$ cat config.mk
export PLATFORM = sky130hd
export DESIGN_NAME = cnt_down_timer
export DESIGN_NICKNAME = d
export VERILOG_FILES = /design/src/rtl/cnt_down_timer_pkg.sv /design/src/rtl/cnt_down_timer_cnt60_dn.sv /design/src/rtl/cnt_down_timer.sv
export SDC_FILE = /design/constraint.sdc
export NUM_CORES = 1
export LEC_CHECK = 0
export BUFFER_PORTS_ARGS = -buffer_cell sky130_fd_sc_hd__buf_2
export CORE_UTILIZATION = 50
export CTS_CLUSTER_DIAMETER = 60
export CTS_CLUSTER_SIZE = 28
export DETAILED_ROUTE_END_ITERATION = 12
export GPL_TIMING_DRIVEN = 0
export HOLD_SLACK_MARGIN = 0.02
export PLACE_DENSITY = 0.82
export SETUP_SLACK_MARGIN = 0.1
export SLEW_MARGIN = 10
export SYNTH_ARGS = -nofsm -noshare
export SYNTH_HDL_FRONTEND = slang
export SYNTH_HIERARCHICAL = 1
export SYNTH_SLANG_ARGS = --single-unit
$ cat constraint.sdc
create_clock -name CLK -period 8.8 [get_ports CLK]
set_input_delay 2.2 -clock CLK [delete_from_list [all_inputs] [get_ports CLK]]
set_output_delay 2.2 -clock CLK [all_outputs]
set_load 0.01 [all_outputs]
$ cat src/rtl/cnt_down_timer_pkg.sv
// Shared types and constants for the mm:ss BCD countdown timer.
// State encodings, BCD digit limits and preset saturation helpers.
package cnt_down_timer_pkg;

   typedef enum logic [1:0] {
      ST_IDLE   = 2'd0,
      ST_RUN    = 2'd1,
      ST_PAUSED = 2'd2,
      ST_DONE   = 2'd3
   } state_e;

   localparam logic [3:0] TENS_MAX  = 4'd5;
   localparam logic [3:0] UNITS_MAX = 4'd9;

   function automatic logic [3:0] sat_tens(input logic [3:0] d);
      return (d > TENS_MAX) ? TENS_MAX : d;
   endfunction

   function automatic logic [3:0] sat_units(input logic [3:0] d);
      return (d > UNITS_MAX) ? UNITS_MAX : d;
   endfunction

endpackage

$ cat src/rtl/cnt_down_timer_cnt60_dn.sv
// One 00-59 BCD down counter stage with borrow out.
// Priority inside the stage: CLR > LD > DEC.
module cnt60_dn
   import cnt_down_timer_pkg::*;
(
   input  logic       CLK,
   input  logic       RST,
   input  logic       CLR,
   input  logic       LD,
   input  logic [3:0] DH,
   input  logic [3:0] DL,
   input  logic       DEC,
   output logic [3:0] QH,
   output logic [3:0] QL,
   output logic       BW
);

   logic [3:0] qh_q, qh_d;
   logic [3:0] ql_q, ql_d;

   always_comb begin
      qh_d = qh_q;
      ql_d = ql_q;
      if (CLR) begin
         qh_d = 4'd0;
         ql_d = 4'd0;
      end else if (LD) begin
         qh_d = DH;
         ql_d = DL;
      end else if (DEC) begin
         if (ql_q == 4'd0) begin
            ql_d = UNITS_MAX;
            qh_d = (qh_q == 4'd0) ? TENS_MAX : qh_q - 4'd1;
         end else begin
            ql_d = ql_q - 4'd1;
         end
      end
   end

   always_ff @(posedge CLK or posedge RST) begin
      if (RST) begin
         qh_q <= 4'd0;
         ql_q <= 4'd0;
      end else begin
         qh_q <= qh_d;
         ql_q <= ql_d;
      end
   end

   assign QH = qh_q;
   assign QL = ql_q;
   assign BW = (qh_q == 4'd0) && (ql_q == 4'd0) && DEC;

endmodule

$ cat src/rtl/cnt_down_timer.sv
// mm:ss BCD countdown timer: load, run/pause on 1 Hz EN ticks,
// stop at 00:00, then DONE with a buzzer for BUZZ_TICKS ticks.
module cnt_down_timer
   import cnt_down_timer_pkg::*;
#(
   parameter int BUZZ_TICKS = 5
) (
   input  logic       CLK,
   input  logic       RST,
   input  logic       CLR,
   input  logic       EN,
   input  logic       LOAD,
   input  logic       START,
   input  logic       PAUSE,
   input  logic [3:0] LD_MH,
   input  logic [3:0] LD_ML,
   input  logic [3:0] LD_SH,
   input  logic [3:0] LD_SL,
   output logic [3:0] MH,
   output logic [3:0] ML,
   output logic [3:0] SH,
   output logic [3:0] SL,
   output logic       DONE,
   output logic       BUZZ,
   output logic [1:0] STATE
);

   localparam logic [3:0] BUZZ_N = 4'(BUZZ_TICKS);

   state_e     state_q, state_d;
   logic [3:0] buzz_cnt_q, buzz_cnt_d;
   logic       buzz_q, buzz_d;
   logic       done_q, done_d;

   logic       load_ok;
   logic       dec_en;
   logic       sec_bw;
   logic       min_bw;
   logic       is_zero;
   logic       one_left;

   assign load_ok = LOAD && !CLR &&
                    ((state_q == ST_IDLE) || (state_q == ST_DONE));

   assign dec_en = (state_q == ST_RUN) && EN && !PAUSE && !CLR;

   cnt60_dn u_sec (
      .CLK (CLK),
      .RST (RST),
      .CLR (CLR),
      .LD  (load_ok),
      .DH  (sat_tens(LD_SH)),
      .DL  (sat_units(LD_SL)),
      .DEC (dec_en),
      .QH  (SH),
      .QL  (SL),
      .BW  (sec_bw)
   );

   cnt60_dn u_min (
      .CLK (CLK),
      .RST (RST),
      .CLR (CLR),
      .LD  (load_ok),
      .DH  (sat_tens(LD_MH)),
      .DL  (sat_units(LD_ML)),
      .DEC (sec_bw),
      .QH  (MH),
      .QL  (ML),
      .BW  (min_bw)
   );

   assign is_zero  = (MH == 4'd0) && (ML == 4'd0) &&
                     (SH == 4'd0) && (SL == 4'd0);
   assign one_left = (MH == 4'd0) && (ML == 4'd0) &&
                     (SH == 4'd0) && (SL == 4'd1);

   always_comb begin
      state_d    = state_q;
      buzz_cnt_d = buzz_cnt_q;
      buzz_d     = buzz_q;
      if (CLR || load_ok) begin
         state_d    = ST_IDLE;
         buzz_cnt_d = 4'd0;
         buzz_d     = 1'b0;
      end else begin
         unique case (state_q)
            ST_IDLE: begin
               if (!PAUSE && START && !is_zero)
                  state_d = ST_RUN;
            end
            ST_RUN: begin
               if (PAUSE) begin
                  state_d = ST_PAUSED;
               end else if (min_bw) begin
                  // Full underflow cannot occur from a nonzero RUN value.
                  state_d = ST_IDLE;
               end else if (EN && one_left) begin
                  state_d    = ST_DONE;
                  buzz_cnt_d = 4'd0;
                  buzz_d     = 1'b1;
               end
            end
            ST_PAUSED: begin
               if (!PAUSE && START)
                  state_d = ST_RUN;
            end
            ST_DONE: begin
               if (EN && (buzz_cnt_q < BUZZ_N)) begin
                  buzz_cnt_d = buzz_cnt_q + 4'd1;
                  buzz_d     = (buzz_cnt_q + 4'd1) < BUZZ_N;
               end
            end
            default: state_d = ST_IDLE;
         endcase
      end
      done_d = (state_d == ST_DONE);
   end

   always_ff @(posedge CLK or posedge RST) begin
      if (RST) begin
         state_q    <= ST_IDLE;
         buzz_cnt_q <= 4'd0;
         buzz_q     <= 1'b0;
         done_q     <= 1'b0;
      end else begin
         state_q    <= state_d;
         buzz_cnt_q <= buzz_cnt_d;
         buzz_q     <= buzz_d;
         done_q     <= done_d;
      end
   end

   assign STATE = state_q;
   assign DONE  = done_q;
   assign BUZZ  = buzz_q;

endmodule

==> impl_metrics.json, run 1 <==
{
  "run_status": "finished clean",
  "synth_top_area_cell": "dfrtp_1",
  "hold_viol": 0,
  "gp_congestion": 0.822,
  "antenna_found_initial": 0,
  "wire_per_inst_um": 13.0,
  "maxSlewViolCount": 0,
  "synth-edff-count": 0,
  "core_um2": 3340,
  "netlist.area_leader.share_pct": 34.4,
  "numPortBuffers": 42,
  "drt_iter0_markers": 128,
  "yosys.cell_types.count": 40,
  "cp.arrival_ns": 5.92,
  "rsz0062_at_grt": "false",
  "clock-root-buffer": "clkbuf_4",
  "cp-start-kind": "input pin",
  "cts_resized": 0,
  "rows": 21,
  "hp-class": "reg2reg",
  "dp_hpwl_um": 2980,
  "synth_seq_cells": 24,
  "slew_headroom_pct": 47.4,
  "ir_drop_v": 0.0000506,
  "cp.required_ns": 9.02,
  "fp.dieH_um": 61.1,
  "diodes": 0,
  "fmax_mhz": 175,
  "fp.dieW_um": 61.1,
  "maxCapViolations": 0,
  "p_per_area_nw_per_um2": 112,
  "fin_crit_sh_pct": 64.8,
  "async_flop_share_pct": 100,
  "firstDrtPassIters": 5,
  "die_area_um2": 3730,
  "postLayoutCoreUtil_pct": 61.2,
  "routed_wirelength_um": 3950,
  "drc": 0,
  "overflow": 0,
  "crit_fanout": 6,
  "fin_crit_ns": 5.71,
  "vias": 1728,
  "post_cts_buffers": 0,
  "synth_warnings": 6,
  "cts_buffers": 3,
  "placed_cells": 301,
  "cts_tree": "done",
  "synth_flop_cell": "dfrtp_1",
  "tns_ns": 0,
  "ant_nets": 0,
  "place_ws_ns": 2.76,
  "worst_pin_slew_ns": 0.782,
  "drive_gt1_share_pct": 22.1,
  "critical_path_class": "in2reg",
  "stdcell_count": 304,
  "viasPerCell": 5.68,
  "cts_max_level": 1,
  "clock-sinks": 24,
  "grt_pass1_wl_um": 6500,
  "syn-mean-instance-area_um2": 8.23,
  "start_util_pct": 52.3,
  "ys_seq_area_share_pct": 34.4,
  "cts_hold_buf": 0,
  "worst_slack_ns": 3.09,
  "fin_worst_skew_ns": 0.00247,
  "synthCells": 212,
  "grt_use_total_pct": 23.4,
  "grt_max_degree": 15,
  "nets": 289,
  "cts_buffer_depth": 2,
  "syn_area_um2": 1740,
  "area_delta_synth_final_pct": 17.1,
  "fill_cells": 321,
  "end_kind": "flip-flop",
  "grt_pass1_vias": 1548,
  "clock_latency_ns": 0.31,
  "ios": 43,
  "synth_area_leaders": "dfrtp_1 34%, inv_1 4.9%, a21oi_1 4.3%",
  "p_leak_nw": 0.928,
  "finalSetupViolCount": 0,
  "clk_pin_slew_ns": 0.13
}
area by class of cell:
type / instances / area [µm²] / share of cell area (%)
timing repair buffer: 42 / 210 / 10.3
sequential: 24 / 601 / 29.4
tap: 46 / 57.6 / 2.82
clock buffer: 3 / 22.5 / 1.10
inverter: 23 / 86.3 / 4.23
buffer: 9 / 33.8 / 1.65
multi-input combinational: 157 / 1030 / 50.5
state kept, by name, indices dropped and copies added, names as in the netlist:
| signal | cells |
|---|---|
| BUZZ | 1 |
| DONE | 1 |
| STATE | 2 |
| buzz_cnt_q | 4 |
| u_min/QH | 4 |
| u_min/QL | 4 |
| u_sec/QH | 4 |
| u_sec/QL | 4 |
routing by layer:
layer  GRT usage [%]  part of all wire, %  wire length [µm]  up-vias
met2            43.2                   51              1990       40
met3            2.52                  3.9               152        2
met1            28.4                   45              1770      820
li1                -                    -                 -      866
met4            7.79                 0.68                27        0
met5               0                    0                 0        -
worst paths after layout:
check | from | slack [ns] | cells past startpoint | end
min reg2reg | buzz_cnt_q[1] | 0.60 | 2 | buzz_cnt_q[1]
max reg2reg | STATE[1] | 4.22 | 15 | BUZZ
min | buzz_cnt_q[1] | 0.60 | 2 | buzz_cnt_q[1]
max in group asynchronous | RST | 6.73 | 2 | buzz_cnt_q[3]
min in group asynchronous | RST | 1.84 | 2 | u_min/QH[2]
max | EN | 3.09 | 14 | BUZZ
stage by stage:
| step | hold WS, ns | power [mW] | instance area [µm²] |
|---|---|---|---|
| 3_5_place_dp | 0.576 | 0.181 | 2020 |
| 6_report | 0.596 | 0.228 | 2040 |
| 4_1_cts | 0.594 | 0.229 | 2040 |
| 2_1_floorplan | 0.549 | 0.161 | 1750 |
| 3_3_place_gp | 0.574 | 0.180 | 2020 |
| 5_1_grt | 0.633 | 0.243 | 2040 |
cells by family (layout without fill, tap and decap cells):
group                      count (synthesis)  after routing  share of synthesized area (%)
AOI/OAI and AO/OA                         61             61                           23.0
xor gates and xnor gates                   4              4                           2.01
adders and majority gates                  6              6                           4.30
other                                      1              2                          0.215
DFF                                       24             24                           34.4
and+or+nand+nor                           84             84                           29.1
buffers and inverters                     32             77                           6.89
cells in the mapped netlist (2+ instances only):
cell type	n
nand2_1	15
buf_1	2
or4_4	2
a21oi_1	15
nand2b_1	6
or2_2	2
nand4_1	4
nor3b_1	3
dfrtp_1	24
a31oi_1	6
nor2_1	12
o31a_1	2
a221oi_1	8
nand3b_1	4
nor4b_1	2
nand4b_1	2
o22ai_1	2
o21ba_2	2
or3b_1	2
o31ai_1	2
nor3_1	8
nor4_1	3
xor2_1	2
nand3_1	3
nor4_2	4
a211o_1	2
and3b_1	2
o21a_1	4
inv_1	23
ha_1	6
o21ai_0	14
clkbuf_1	7
nor2b_1	8
xnor2_1	2
o41ai_1	2
power by group:
part,switching (mW),internal [mW]
logic,0.0282,0.0249
registers,0.0105,0.115
clock network,0.0331,0.0160
total,0.0718,0.156
placed cells by master (no fill, tap or decap), drive strengths merged, types with 3 or more instances in the layout:
cell type and n:
buf 44, dfrtp 24, nor3b 3, a31oi 6, o21a 4, a221oi 8
nand2b 6, nor3 8, nand3 3, ha 6, nor2 12, inv 23
nand3b 4, or2 3, nor4 7, a21oi 15, clkbuf 10, o21ai 14
nand2 15, nand4 4, nor2b 8
worst max-delay path: stages:
cell and delay [ns]:
buf_2 0.13, nand2_1 0.06, nor3_1 0.45, or3b_1 0.39, clkbuf_1 0.16, nor4_1 0.67
or3b_1 0.40, clkbuf_1 0.17, nor4_1 0.44, nor2_1 0.13, nand4_1 0.14, o21ai_0 0.19
a21oi_1 0.19, and3b_1 0.19
Note: power is estimated with default switching activity, not from simulation.
==> run 2, diff against run 1 <==
ABC_AREA = 1   (was not set)
PLACE_DENSITY = 0.8   (was 0.82)
clock period = 5.41 ns   (was 8.8 ns; I/O delays follow)
==> run 2 against run 1 <==
Effect of this change: final cell count is 27% higher; synthesized cell count is 37% higher; non-clock buffer count is 5 lower; clock power grew to 2.5 times the previous value; flip-flop and latch count stayed put; cell area is 11% higher; global-route usage is 2.0 points lower; critical endpoint is now buzz_cnt_q[0]; highest routed layer unchanged.
==> impl_metrics.json, run 2 <==
{
  "die_area_um2": 4140,
  "vias": 1921,
  "postLayoutCoreUtil_pct": 61.7,
  "reg2regPathDepth": 15,
  "grt_max_degree": 14,
  "ff_latch_area_um2": 601,
  "cts_hold_buf": 0,
  "whs_ns": 0.515,
  "fp.dieH_um": 64.4,
  "viasPerCell": 4.98,
  "async_flop_share_pct": 100,
  "slew_headroom_pct": 47.2,
  "endpoint": "buzz_cnt_q[0]",
  "clock-root-buffer": "clkbuf_8",
  "path_cells": "buf_2 -> nor3_1 -> nand3_4 -> nor3_1 -> nand3_4 -> nor3_1 -> nor3_1 -> nand4_1 -> nand2_2 -> nand2_4 -> nor2_4 -> nand2_1 -> nand2_1",
  "netlist.area_leader.share_pct": 30.9,
  "synth_seq_cells": 24,
  "fin_crit_sh_pct": 62.3,
  "postLayoutCellArea_um2": 2270,
  "hp-class": "reg2reg",
  "run_status": "finished clean",
  "cts_buffer_depth": 2,
  "rsz0062_at_grt": "false",
  "grt_pass1_vias": 1708,
  "r2r-start": "STATE[1]",
  "p_leak_nw": 1.27,
  "ios": 43,
  "placed_cells": 382,
  "fp.dieW_um": 64.4,
  "drive_gt1_share_pct": 21.6,
  "antenna_found_initial": 0,
  "cts_tree": "done",
  "cp.required_ns": 5.58,
  "rows": 22,
  "routed_wirelength_um": 4170,
  "cts_max_level": 1,
  "hold_viol": 0,
  "diodes": 0,
  "ys_seq_area_share_pct": 30.9,
  "gp_congestion": 0.867,
  "p_per_area_nw_per_um2": 254,
  "fin_crit_ns": 3.37,
  "area_delta_synth_final_pct": 16.9,
  "crit_fanout": 9,
  "place_ws_ns": 1.74,
  "grt_pass1_wl_um": 7130,
  "cp-start-kind": "input pin",
  "ir_drop_v": 0.000159,
  "power.total_uw": 579,
  "dp_hpwl_um": 3200,
  "syn_area_um2": 1950,
  "clock_latency_ns": 0.27,
  "multi_input_area_um2": 1160,
  "cp.arrival_ns": 3.54,
  "startpoint": "CLR",
  "grt_use_total_pct": 21.5,
  "r2r_slack_ns": 2.51,
  "nets": 368,
  "worst_pin_slew_ns": 0.788,
  "cts_resized": 0,
  "yosys.cell_types.count": 30,
  "finalSetupViolCount": 0,
  "fill_cells": 359,
  "slowest_delay_ns": 0.44,
  "crit_path_frequent_cell": "nor3_1",
  "placed_cell_area_um2": 2220,
  "ant_nets": 0,
  "synthTopCellsByCount": "92 x nand2_1, 40 x inv_1, 28 x nor2_1",
  "synthCells": 291,
  "stdcell_count": 386,
  "drc": 0,
  "maxCapViolations": 0,
  "synth_warnings": 6,
  "maxSlewViolCount": 0,
  "cts_buffers": 3,
  "cp_slowest_cell": "nor3_1",
  "fin_worst_skew_ns": 0.00475,
  "synth_area_leaders": "dfrtp_1 31%, nand2_1 18%, inv_1 7.7%",
  "drt_iter0_markers": 107,
  "numPortBuffers": 42,
  "mostFrequentLayoutCells": "92 x nand2_1, 42 x buf_2, 40 x inv_1, 28 x nor2_1, 24 x dfrtp_1",
  "worst_slack_ns": 2.04,
  "clk_pin_slew_ns": 0.09,
  "final_common_cell": "nand2_1",
  "wire_per_inst_um": 10.8,
  "core_um2": 3690,
  "tns_ns": 0,
  "synth-edff-count": 0,
  "synth_flop_cell": "dfrtp_1",
  "fmax_mhz": 297,
  "post_cts_buffers": 0,
  "critical_path_class": "in2reg",
  "overflow": 0,
  "start_util_pct": 52.7,
  "firstDrtPassIters": 4,
  "end_kind": "flip-flop",
  "synth_top_area_cell": "dfrtp_1",
  "synth_most_common_cell": "nand2_1",
  "syn-mean-instance-area_um2": 6.69,
  "r2r-end": "buzz_cnt_q[0]",
  "clock-sinks": 24
}
[run 2: worst min-delay path by stage]
stage	from	end	slack, ns	cells past startpoint
after floorplan	buzz_cnt_q[1]	buzz_cnt_q[1]	0.50	2
after global placement	BUZZ	BUZZ	0.47	2
after detailed placement	BUZZ	BUZZ	0.49	2
after CTS	BUZZ	BUZZ	0.51	2
after global routing	BUZZ	BUZZ	0.54	2
final	BUZZ	BUZZ	0.51	2
[run 2: kinds of logic after synthesis]
group / Yosys count / synth area share (%)
AOI/OAI and AO/OA: 43 / 12.9
xor gates and xnor gates: 2 / 0.900
DFF: 24 / 30.9
other: 1 / 0.193
buffers and inverters: 47 / 9.84
and+or+nand+nor: 168 / 41.5
adders and majority gates: 6 / 3.86
[run 2: final cells by class]
cell class | instances | area share [%]
Buffer | 4 | 1.32
Clock buffer | 4 | 2.42
Inverter | 43 | 7.10
Multi-Input combinational cell | 221 | 50.9
Sequential cell | 24 | 26.4
Tap cell | 48 | 2.64
Timing Repair Buffer | 42 | 9.24
[run 2: worst max-delay path: cells and delay by family]
family	cells	cell delay (ns)
and+or+nand+nor	12	1.99
buffers and inverters	1	0.20
[run 2: routing by layer]
layer	vias up	share of wire (%)	GRT usage (%)
li1	1012	-	-
met4	0	1.7	7.22
met5	-	0	0
met3	8	4.2	2.68
met2	43	47	36.2
met1	858	48	28.2
[run 2: power by group]
group          internal [mW]  total (mW)  switching, mW
logic                 0.0850       0.220          0.135
registers              0.199       0.234         0.0350
clock network         0.0651       0.124         0.0591
total                  0.349       0.579          0.230
